**config.mk**
```make
export PLATFORM = sky130hd
export DESIGN_NAME = snd_irq_sched
export DESIGN_NICKNAME = d
export VERILOG_FILES = /design/src/rtl/snd_sched_pkg.sv /design/src/rtl/sndcmd_fifo.sv /design/src/rtl/snd_irq_sched.sv
export SDC_FILE = /design/constraint.sdc
export NUM_CORES = 1
export LEC_CHECK = 0
export BUFFER_PORTS_ARGS = -buffer_cell sky130_fd_sc_hd__clkbuf_2
export CORE_MARGIN = 2
export CORE_UTILIZATION = 42
export DETAILED_ROUTE_END_ITERATION = 7
export SLEW_MARGIN = 20
export SYNTH_ARGS = -nofsm -noshare
export SYNTH_HDL_FRONTEND = slang
export SYNTH_SLANG_ARGS = --single-unit
```
**constraint.sdc**
```tcl
create_clock -name clk -period 3.6 [get_ports clk]
set_input_delay 0.18 -clock clk [delete_from_list [all_inputs] [get_ports clk]]
set_output_delay 0.18 -clock clk [all_outputs]
set_load 0.01 [all_outputs]
```
**src/rtl/snd_sched_pkg.sv**
```systemverilog
// Shared constants and helpers for the sound-side interrupt scheduler.
package snd_sched_pkg;

  localparam int unsigned CMD_W          = 8;
  localparam int unsigned INT_PERIOD_DEF = 16384;
  localparam int unsigned INT_HOLD_DEF   = 256;
  localparam int unsigned FIFO_DEPTH_DEF = 4;

  // Rising edge given the current level and its one-clk history.
  function automatic logic rise(input logic cur, input logic prev);
    return cur & ~prev;
  endfunction

endpackage

```
**src/rtl/sndcmd_fifo.sv**
```systemverilog
// Sound command FIFO: synchronous push/pop, head reads 0 when empty.
// Push while full succeeds only if a pop happens in the same cycle.
module sndcmd_fifo
  import snd_sched_pkg::*;
#(
  parameter int unsigned DEPTH = FIFO_DEPTH_DEF
) (
  input  logic                    clk,
  input  logic                    reset,
  input  logic                    push_i,
  input  logic                    pop_i,
  input  logic [CMD_W-1:0]        data_i,
  output logic [CMD_W-1:0]        head_o,
  output logic                    empty_o,
  output logic                    full_o,
  output logic [$clog2(DEPTH):0]  count_o
);

  localparam int unsigned AW = $clog2(DEPTH);
  localparam int unsigned CW = AW + 1;

  logic [CMD_W-1:0] mem_q [DEPTH];
  logic [AW-1:0]    wr_ptr_q, rd_ptr_q;
  logic [CW-1:0]    count_q;
  logic             do_push, do_pop;

  assign empty_o = (count_q == '0);
  assign full_o  = (count_q == CW'(DEPTH));
  assign do_pop  = pop_i && !empty_o;
  assign do_push = push_i && (!full_o || do_pop);
  assign head_o  = empty_o ? '0 : mem_q[rd_ptr_q];
  assign count_o = count_q;

  always_ff @(posedge clk) begin
    if (reset) begin
      wr_ptr_q <= '0;
      rd_ptr_q <= '0;
      count_q  <= '0;
    end else begin
      if (do_push) wr_ptr_q <= wr_ptr_q + AW'(1);
      if (do_pop)  rd_ptr_q <= rd_ptr_q + AW'(1);
      count_q <= count_q + CW'(do_push) - CW'(do_pop);
    end
  end

  always_ff @(posedge clk) begin
    if (do_push) mem_q[wr_ptr_q] <= data_i;
  end

endmodule

```
**src/rtl/snd_irq_sched.sv**
```systemverilog
// Sound CPU command mailbox (NMI) and periodic INT generator.
// Define SNDCMD_FIFO_EN to replace the single command latch with a FIFO.
module snd_irq_sched
  import snd_sched_pkg::*;
#(
  parameter int unsigned INT_PERIOD = INT_PERIOD_DEF,
  parameter int unsigned INT_HOLD   = INT_HOLD_DEF,
  parameter int unsigned FIFO_DEPTH = FIFO_DEPTH_DEF
) (
  input  logic             clk,
  input  logic             reset,
  input  logic             clk_en,
  input  logic             cmd_wr,
  input  logic [CMD_W-1:0] cmd_data,
  input  logic             cmd_rd,
  output logic [CMD_W-1:0] cmd_q,
  output logic             cmd_pending,
  output logic             overrun,
  input  logic             frame_sync,
  output logic             nmireq,
  input  logic             nmiack,
  output logic             intreq,
  input  logic             intack
);

  localparam int unsigned CNT_W  = $clog2(INT_PERIOD);
  localparam int unsigned HOLD_W = $clog2(INT_HOLD + 1);

  if (INT_PERIOD < 2 || INT_HOLD < 1 || INT_HOLD >= INT_PERIOD ||
      FIFO_DEPTH < 2 || (FIFO_DEPTH & (FIFO_DEPTH - 1)) != 0) begin : g_param_err
    $error("snd_irq_sched: illegal parameter combination");
  end

  // Edge detectors run every clk regardless of clk_en.
  logic cmd_wr_q, cmd_rd_q, nmiack_q, intack_q, frame_sync_q;
  logic wr_ev, rd_ev, nmiack_ev, intack_ev, sync_ev;

  assign wr_ev     = rise(cmd_wr, cmd_wr_q);
  assign rd_ev     = rise(cmd_rd, cmd_rd_q);
  assign nmiack_ev = rise(nmiack, nmiack_q);
  assign intack_ev = rise(intack, intack_q);
  assign sync_ev   = rise(frame_sync, frame_sync_q);

  always_ff @(posedge clk) begin
    if (reset) begin
      cmd_wr_q     <= 1'b0;
      cmd_rd_q     <= 1'b0;
      nmiack_q     <= 1'b0;
      intack_q     <= 1'b0;
      frame_sync_q <= 1'b0;
    end else begin
      cmd_wr_q     <= cmd_wr;
      cmd_rd_q     <= cmd_rd;
      nmiack_q     <= nmiack;
      intack_q     <= intack;
      frame_sync_q <= frame_sync;
    end
  end

  // Periodic INT: frame_sync beats the wrap tick; a wrap re-arms the hold window.
  logic [CNT_W-1:0]  int_cnt_q, int_cnt_d;
  logic [HOLD_W-1:0] hold_q, hold_d;
  logic              intreq_q, intreq_d;
  logic              int_wrap;

  always_comb begin
    int_cnt_d = int_cnt_q;
    hold_d    = hold_q;
    intreq_d  = intreq_q;
    int_wrap  = 1'b0;
    if (sync_ev) begin
      int_cnt_d = '0;
    end else if (clk_en) begin
      if (int_cnt_q == CNT_W'(INT_PERIOD - 1)) begin
        int_cnt_d = '0;
        int_wrap  = 1'b1;
      end else begin
        int_cnt_d = int_cnt_q + CNT_W'(1);
      end
    end
    if (int_wrap) begin
      intreq_d = 1'b1;
      hold_d   = '0;
    end else if (intreq_q) begin
      if (clk_en) hold_d = hold_q + HOLD_W'(1);
      if (intack_ev || (clk_en && hold_q == HOLD_W'(INT_HOLD - 1))) intreq_d = 1'b0;
    end
  end

  always_ff @(posedge clk) begin
    if (reset) begin
      int_cnt_q <= '0;
      hold_q    <= '0;
      intreq_q  <= 1'b0;
    end else begin
      int_cnt_q <= int_cnt_d;
      hold_q    <= hold_d;
      intreq_q  <= intreq_d;
    end
  end

  logic ovr_q, ovr_d;
  logic nmi_q, nmi_d;

`ifdef SNDCMD_FIFO_EN
  localparam int unsigned FC_W = $clog2(FIFO_DEPTH) + 1;

  logic [CMD_W-1:0] fifo_head;
  logic             fifo_empty, fifo_full;
  logic [FC_W-1:0]  fifo_count;
  logic             rearm_q, rearm_d;

  sndcmd_fifo #(.DEPTH(FIFO_DEPTH)) u_fifo (
    .clk     (clk),
    .reset   (reset),
    .push_i  (wr_ev),
    .pop_i   (rd_ev),
    .data_i  (cmd_data),
    .head_o  (fifo_head),
    .empty_o (fifo_empty),
    .full_o  (fifo_full),
    .count_o (fifo_count)
  );

  // An ack with entries still queued re-raises NMI via a one-clk gap.
  always_comb begin
    ovr_d   = ovr_q;
    nmi_d   = nmi_q;
    rearm_d = 1'b0;
    if (wr_ev && fifo_full && !rd_ev) ovr_d = 1'b1;
    if (rearm_q) nmi_d = 1'b1;
    if (nmiack_ev) begin
      nmi_d   = 1'b0;
      rearm_d = !fifo_empty && !(rd_ev && fifo_count == FC_W'(1));
    end
    if (wr_ev) begin
      nmi_d   = 1'b1;
      rearm_d = 1'b0;
    end
  end

  always_ff @(posedge clk) begin
    if (reset) begin
      ovr_q   <= 1'b0;
      nmi_q   <= 1'b0;
      rearm_q <= 1'b0;
    end else begin
      ovr_q   <= ovr_d;
      nmi_q   <= nmi_d;
      rearm_q <= rearm_d;
    end
  end

  assign cmd_q       = fifo_head;
  assign cmd_pending = !fifo_empty;
`else
  logic [CMD_W-1:0] cmd_q_q, cmd_q_d;
  logic             pend_q, pend_d;

  // A same-cycle read consumes the old byte first, so it never counts as overrun.
  always_comb begin
    cmd_q_d = cmd_q_q;
    pend_d  = pend_q;
    ovr_d   = ovr_q;
    nmi_d   = nmi_q;
    if (rd_ev) pend_d = 1'b0;
    if (nmiack_ev) nmi_d = 1'b0;
    if (wr_ev) begin
      cmd_q_d = cmd_data;
      pend_d  = 1'b1;
      nmi_d   = 1'b1;
      if (pend_q && !rd_ev) ovr_d = 1'b1;
    end
  end

  always_ff @(posedge clk) begin
    if (reset) begin
      cmd_q_q <= '0;
      pend_q  <= 1'b0;
      ovr_q   <= 1'b0;
      nmi_q   <= 1'b0;
    end else begin
      cmd_q_q <= cmd_q_d;
      pend_q  <= pend_d;
      ovr_q   <= ovr_d;
      nmi_q   <= nmi_d;
    end
  end

  assign cmd_q       = cmd_q_q;
  assign cmd_pending = pend_q;
`endif

  assign overrun = ovr_q;
  assign nmireq  = nmi_q;
  assign intreq  = intreq_q;

endmodule
```
==> results of run 1 <==
cells in the mapped netlist (all sizes together):
master,instances,area share
nand2b,6,0.023
a31oi,1,0.0038
buf,6,0.029
nand4,9,0.038
a211oi,1,0.012
nand2,22,0.050
a21o,1,0.0053
xnor2,8,0.042
nor3b,1,0.0045
and3,5,0.023
nor3,1,0.0030
mux2i,1,0.0060
and2,2,0.0075
o311ai,1,0.0053
dfxtp,40,0.48
inv,2,0.0045
a31o,1,0.0053
ha,3,0.023
a21oi,12,0.036
and4,3,0.017
nor2,28,0.065
and3b,1,0.0053
nor2b,5,0.019
clkbuf,4,0.0090
o21ai,1,0.0030
nand3,7,0.021
xor2,12,0.063
stage by stage:
stage	std cells	hold slack [ps]	setup WS, ps
after global placement	249	400.6	2044
after floorplan	184	308.2	2270
after detailed placement	249	405.9	1940
final	256	102.3	1943
after global routing	256	98.37	1793
after CTS	256	91.71	1924
cells by family (layout without fill, tap and decap cells):
group | count (synthesis) | after routing
fa+ha+maj | 3 | 3
buf+inv | 12 | 36
flops | 40 | 40
simple gates | 90 | 90
mux | 1 | 1
compound gates | 18 | 18
xor+xnor | 20 | 20
final cells by class:
type	count	area, sq um	area share
clock inverter	1	5.005	0.002665
sequential	40	800.8	0.4264
timing repair buffer	27	135.1	0.07195
tap	48	60.06	0.03198
clock buffer	6	72.57	0.03864
inverter	2	7.507	0.003997
multi-input combinational	132	797.0	0.4244
worst max-delay path, stage by stage (launching register included):
cell and delay, ps:
dfxtp_1 380, ha_1 220, nand4_2 200, nor2_2 220
a31o_1 420, nor2_1 100
report_power, final:
part           leakage (nW)  total (mW)  internal [mW]  switching [mW]
sequential            0.326       0.459          0.454         0.00547
combinational         0.387      0.0487         0.0205          0.0282
clock                0.0410       0.269          0.132           0.137
sequential cells by signal, summed over array words and instances (netlist names):
name / cells
int_cnt_q: 14
hold_q: 9
cmd_q: 8
cmd_pending: 1
cmd_rd_q: 1
cmd_wr_q: 1
frame_sync_q: 1
intack_q: 1
intreq: 1
nmiack_q: 1
nmireq: 1
overrun: 1
how the worst max path moves through the flow:
stage                 to  slack (ps)  cells past startpoint
5_1_grt        hold_q[5]        1790                      5
6_report       hold_q[7]        1940                      5
2_1_floorplan  hold_q[0]        2270                      6
3_3_place_gp   hold_q[1]        2040                      5
4_1_cts        hold_q[7]        1920                      5
3_5_place_dp   hold_q[7]        1940                      5
metal layers:
metal,vias to the layer above,track usage,part of all wire,wire length [um]
met1,585,0.1731,0.46,1390
met2,17,0.2364,0.49,1478
met5,-,0,0,0
li1,657,-,-,-
met4,0,0.04592,0.0027,8
met3,2,0.06081,0.038,114
==> metrics.txt, run 1 <==
yosys warns 0; Seq/Total Area, Yosys 0.4801; diodes inserted 0; Syn Inst Count around 180; Worst-Skew Late Latency 290 ps; via density per instance 4.926; Synth Area in Compound Gates 0.07052; Worst-path clk slew about 70 ps; Final Max Slew Viols 0; R2R depth 5; most frequent cells in the layout dfxtp_1 (40), nor2_1 (27), clkbuf_2 (27); Worst R2R End hold_q[7]; Final Cell Area 1878 sq um; Critical Path End Type flop; dpl cell area around 1800 sq um; MaxCap Viol Count 0; Slew @ Worst Pin 654.2 ps; Gates resized, CTS repair 0; Final min period 1657 ps; combinational family with the most area after synthesis simple AND/OR/NAND/NOR gates; CP startpoint kind flop; worst-path maximum fanout 9; Max Root-Sink Buffers 2; I/O pin count 28; CP arrival about 1800 ps; Max H-tree Level 2; Routed WL per cell roughly 12 um; Final Util 0.5017; nets around 230; hpwl dp 2.196 mm; Final setup violation count 0; cts hold-fix bufs 0; largest net degree at the start of global routing 20; fraction of final layout cells sized beyond drive strength 1 0.1923; Worst Path Required around 3800 ps; Hold EP nmiack_q; Post-Synth Simple-Gate Area 0.2738; Hold Path Class in2reg; number of global-route vias before repair 1143; Setup CP Type reg2reg; Vias 1261; fraction of the mapped netlist area in adder cells 0.02251; Area Growth Syn to Fin 12.60%; GP Congestion 0.7789; mux contribution to synthesized area 0.006002; final wirelength 2.990 mm; Initial Util 0.4455; Peak VDD IR 0.3058 mV; R2R Setup Slk 1940 ps; Rel. slew slack 0.5630; PortBufs 27; DRT antenna net count 0; CTS tree built; setup tns final 0 ps; total CTS buffers 5; first-pass GRT wire length 4.912 mm; initial DRC count 47; period utilization 0.4603; Yosys reg bits 40; DRC 0; power density over the cells between 400 and 500 nW/um^2; TritonCTS Sinks 40; hold depth 3; Hold Path Origin nmiack; Leak around 0.75 nW; postcts setup bufs 0; XOR/XNOR Fraction of Synth Area 0.1050; Root Buffer clkbuf_8; PnR Total Power 0.7764 mW; Setup Skew 10.31 ps; Final Hold Viols 0; grt total ovfl 0; total track usage 0.1456; outcome completed; Fmax achieved 603.5 MHz; number of library cell types mapped by synthesis 34; Pre-antenna DRT Iters 4; fill count about 370; synthesized area per cell 9.064 sq um; commonest non-fill, non-tap cell in the layout dfxtp_1; Placeable Area 3744 sq um; Die ar. 4491 sq um; Die Y 67.02 um; Synth Net Count 203; die width 67.02 um; Worst Setup SP int_cnt_q[0]; Core Rows 22; R2R Path Start int_cnt_q[0]; RSZ-0062 raised after global routing false; initial antenna violation count 0; Synth Cell Area 1668 sq um
Note: power is estimated with default switching activity, not from simulation.
==> run 2, diff against run 1 <==
==> constraint.sdc (replaced) <==
create_clock -name clk -period 1.7 [get_ports clk]
set_input_delay 0.085 -clock clk [delete_from_list [all_inputs] [get_ports clk]]
set_output_delay 0.085 -clock clk [all_outputs]
set_load 0.01 [all_outputs]
==> run 2 against run 1 <==
- utilization is 1.1 points higher
- die area stayed put
- wire length is 1.7% lower
- cell area is 2.3% higher
- flip-flop and latch count stayed put
- combinational power is 120% higher
- clock skew is 4.8 ps lower
- worst hold slack worse by 85 ps
- first-iteration DRC count is 21% higher
- critical path type unchanged
- largest power group unchanged
- highest routed layer unchanged
==> metrics.txt, run 2 (same netlist as run 1, synthesis figures left out) <==
Hold Path Origin nmiack; Final setup violation count 0 (unchanged); Final min period 1479 ps (-178.1 ps); Vias 1277 (+1.3%); Buf+Inv Stages, Crit Path 1 (+1); Slew @ Worst Pin 583.4 ps (-70.79 ps); GP Congestion 0.7679 (-1.4%); DRC 0 (unchanged); nets 231 (+1.8%); fill count 387 (+5.2%); worst slack at placement 147.8 ps (-1792 ps); number of global-route vias before repair 1170 (+2.4%); total CTS buffers 5 (unchanged); Final Max Slew Viols 0 (unchanged); CP arrival 1650 ps (-170 ps); placed insts 253 (+1.6%); Setup CP Type reg2reg; grt total ovfl 0 (unchanged); hpwl dp 2.207 mm (+0.51%); setup tns final 0 ps (unchanged); R2R depth 6 (+1); max reg flops 14 (unchanged); Peak VDD IR 0.5966 mV (+95%); Root Buffer clkbuf_8; diodes inserted 0 (unchanged); Worst path slowest cell dfxtp_1; CTS tree built; final wirelength 2.939 mm (-1.7%); Worst path max stage delay 370 ps (-50 ps); CP cell instances ha_1, nand4_2, nor2_2, buf_4, a21o_2, nor2_1; via density per instance 4.893 (-0.67%); Initial Util 0.4455 (unchanged); TritonCTS Sinks 40 (unchanged); Placeable Area 3744 sq um (unchanged); Max Root-Sink Buffers 2 (unchanged); Worst-path clk slew 70 ps (about the same); Pre-antenna DRT Iters 4 (unchanged); power density over the cells 883.5 nW/um^2 (+110%); Final WS setup 221.1 ps (-1722 ps); Die ar. 4491 sq um (unchanged); largest net degree at the start of global routing 18 (-10%); Routed WL per cell 11.26 um (-3.6%); CP startpoint kind flop; Final Util 0.5130 (+0.01136); CP top delay family simple AND/OR/NAND/NOR gates; Area Growth Syn to Fin 15.15%; Core Rows 22 (unchanged); outcome completed; final std cells w/o fill 261 (+2.0%); hold depth 3 (unchanged); PnR Total Power 1.697 mW (+120%); period utilization 0.8699 (+0.4096); Top reg by flops int_cnt_q; DRT antenna net count 0 (unchanged); Worst R2R End int_cnt_q[13]; dpl cell area 1831 sq um (+1.7%); Final Hold Viols 0 (unchanged); Hold EP nmiack_q; Setup Skew 5.526 ps (-4.785 ps); I/O pin count 28 (unchanged); first-pass GRT wire length 4.974 mm (+1.3%); R2R Path Start int_cnt_q[0]; MaxCap Viol Count 0 (unchanged); PortBufs 27 (unchanged); cts hold-fix bufs 0 (unchanged); Max H-tree Level 2 (unchanged); total track usage 0.1488 (+0.003188); initial antenna violation count 0 (unchanged); Hold Path Class in2reg; RSZ-0062 raised after global routing false; hold slack 17.17 ps (-85.15 ps); die width 67.02 um (unchanged); R2R Setup Slk 220 ps (-1720 ps); Worst Path Required 1870 ps (-1890 ps); most frequent cells in the layout dfxtp_1 (40), nor2_1 (27), clkbuf_2 (27); Leak 0.7797 nW (+3.5%); fraction of final layout cells sized beyond drive strength 1 0.2113 (+0.01896); worst-path maximum fanout 11 (+2); Rel. slew slack 0.6103 (+0.04729); initial DRC count 57 (+21%); Die Y 67.02 um (unchanged); Worst-Skew Late Latency 280 ps (about the same); Fmax achieved 676.2 MHz (+12%); postcts setup bufs 0 (unchanged); Final Cell Area 1921 sq um (+2.3%); Critical Path End Type flop; commonest non-fill, non-tap cell in the layout dfxtp_1
## run 2: cell count changes in the layout (fill, tap and decap cells not counted)
cell      previous run  this run
a31o_2               0         1
a31o_1               1         0
buf_4                0         4
clkinv_2             1         0
clkbuf_8             5         6
clkbuf_1             1         2
## run 2: worst reg2reg max path, stage by stage, from the launching register on
cell and delay, ps:
dfxtp_1 370, ha_1 220, nand4_2 190, nor2_2 140, buf_4 130, a21o_2 240, nor2_1 80
## run 2: timing repair
item,4_1_cts,5_1_grt
resized for setup,0,1
hold endpoints to repair,0,0
endpoints found under the setup margin,0,1
## run 2: area by class of cell
| class | instances | area, sq um | share of cell area |
|---|---|---|---|
| clock buffer | 8 | 90.09 | 0.04691 |
| inverter | 2 | 7.507 | 0.003909 |
| multi-input combinational | 132 | 797.0 | 0.4150 |
| sequential | 40 | 800.8 | 0.4169 |
| timing repair buffer | 31 | 165.2 | 0.08599 |
| tap | 48 | 60.06 | 0.03127 |
## run 2: worst max-delay path by stage
stage | depth (start not counted) | start | to | slack [ps]
after floorplan | 6 | int_cnt_q[0] | hold_q[7] | 370
after global placement | 5 | int_cnt_q[0] | hold_q[0] | 210
after detailed placement | 5 | int_cnt_q[0] | hold_q[2] | 150
after CTS | 5 | int_cnt_q[0] | hold_q[2] | 140
after global routing | 6 | int_cnt_q[0] | int_cnt_q[7] | 40
final | 6 | int_cnt_q[0] | int_cnt_q[13] | 220
## run 2: power by group
part	leakage (nW)	total (mW)	internal (mW)	switching, mW
Combinational	0.409	0.105	0.0454	0.0592
Sequential	0.326	0.972	0.961	0.0112
Clock	0.0455	0.620	0.330	0.290
Total	0.780	1.70	1.34	0.360
## run 2: per-layer routing
layer / wire length (um) / global-route usage / vias up
met3: 100 / 0.06081 / 2
met1: 1432 / 0.1856 / 596
li1: - / - / 667
met5: 0 / 0 / -
met2: 1388 / 0.2290 / 12
met4: 18 / 0.05357 / 0
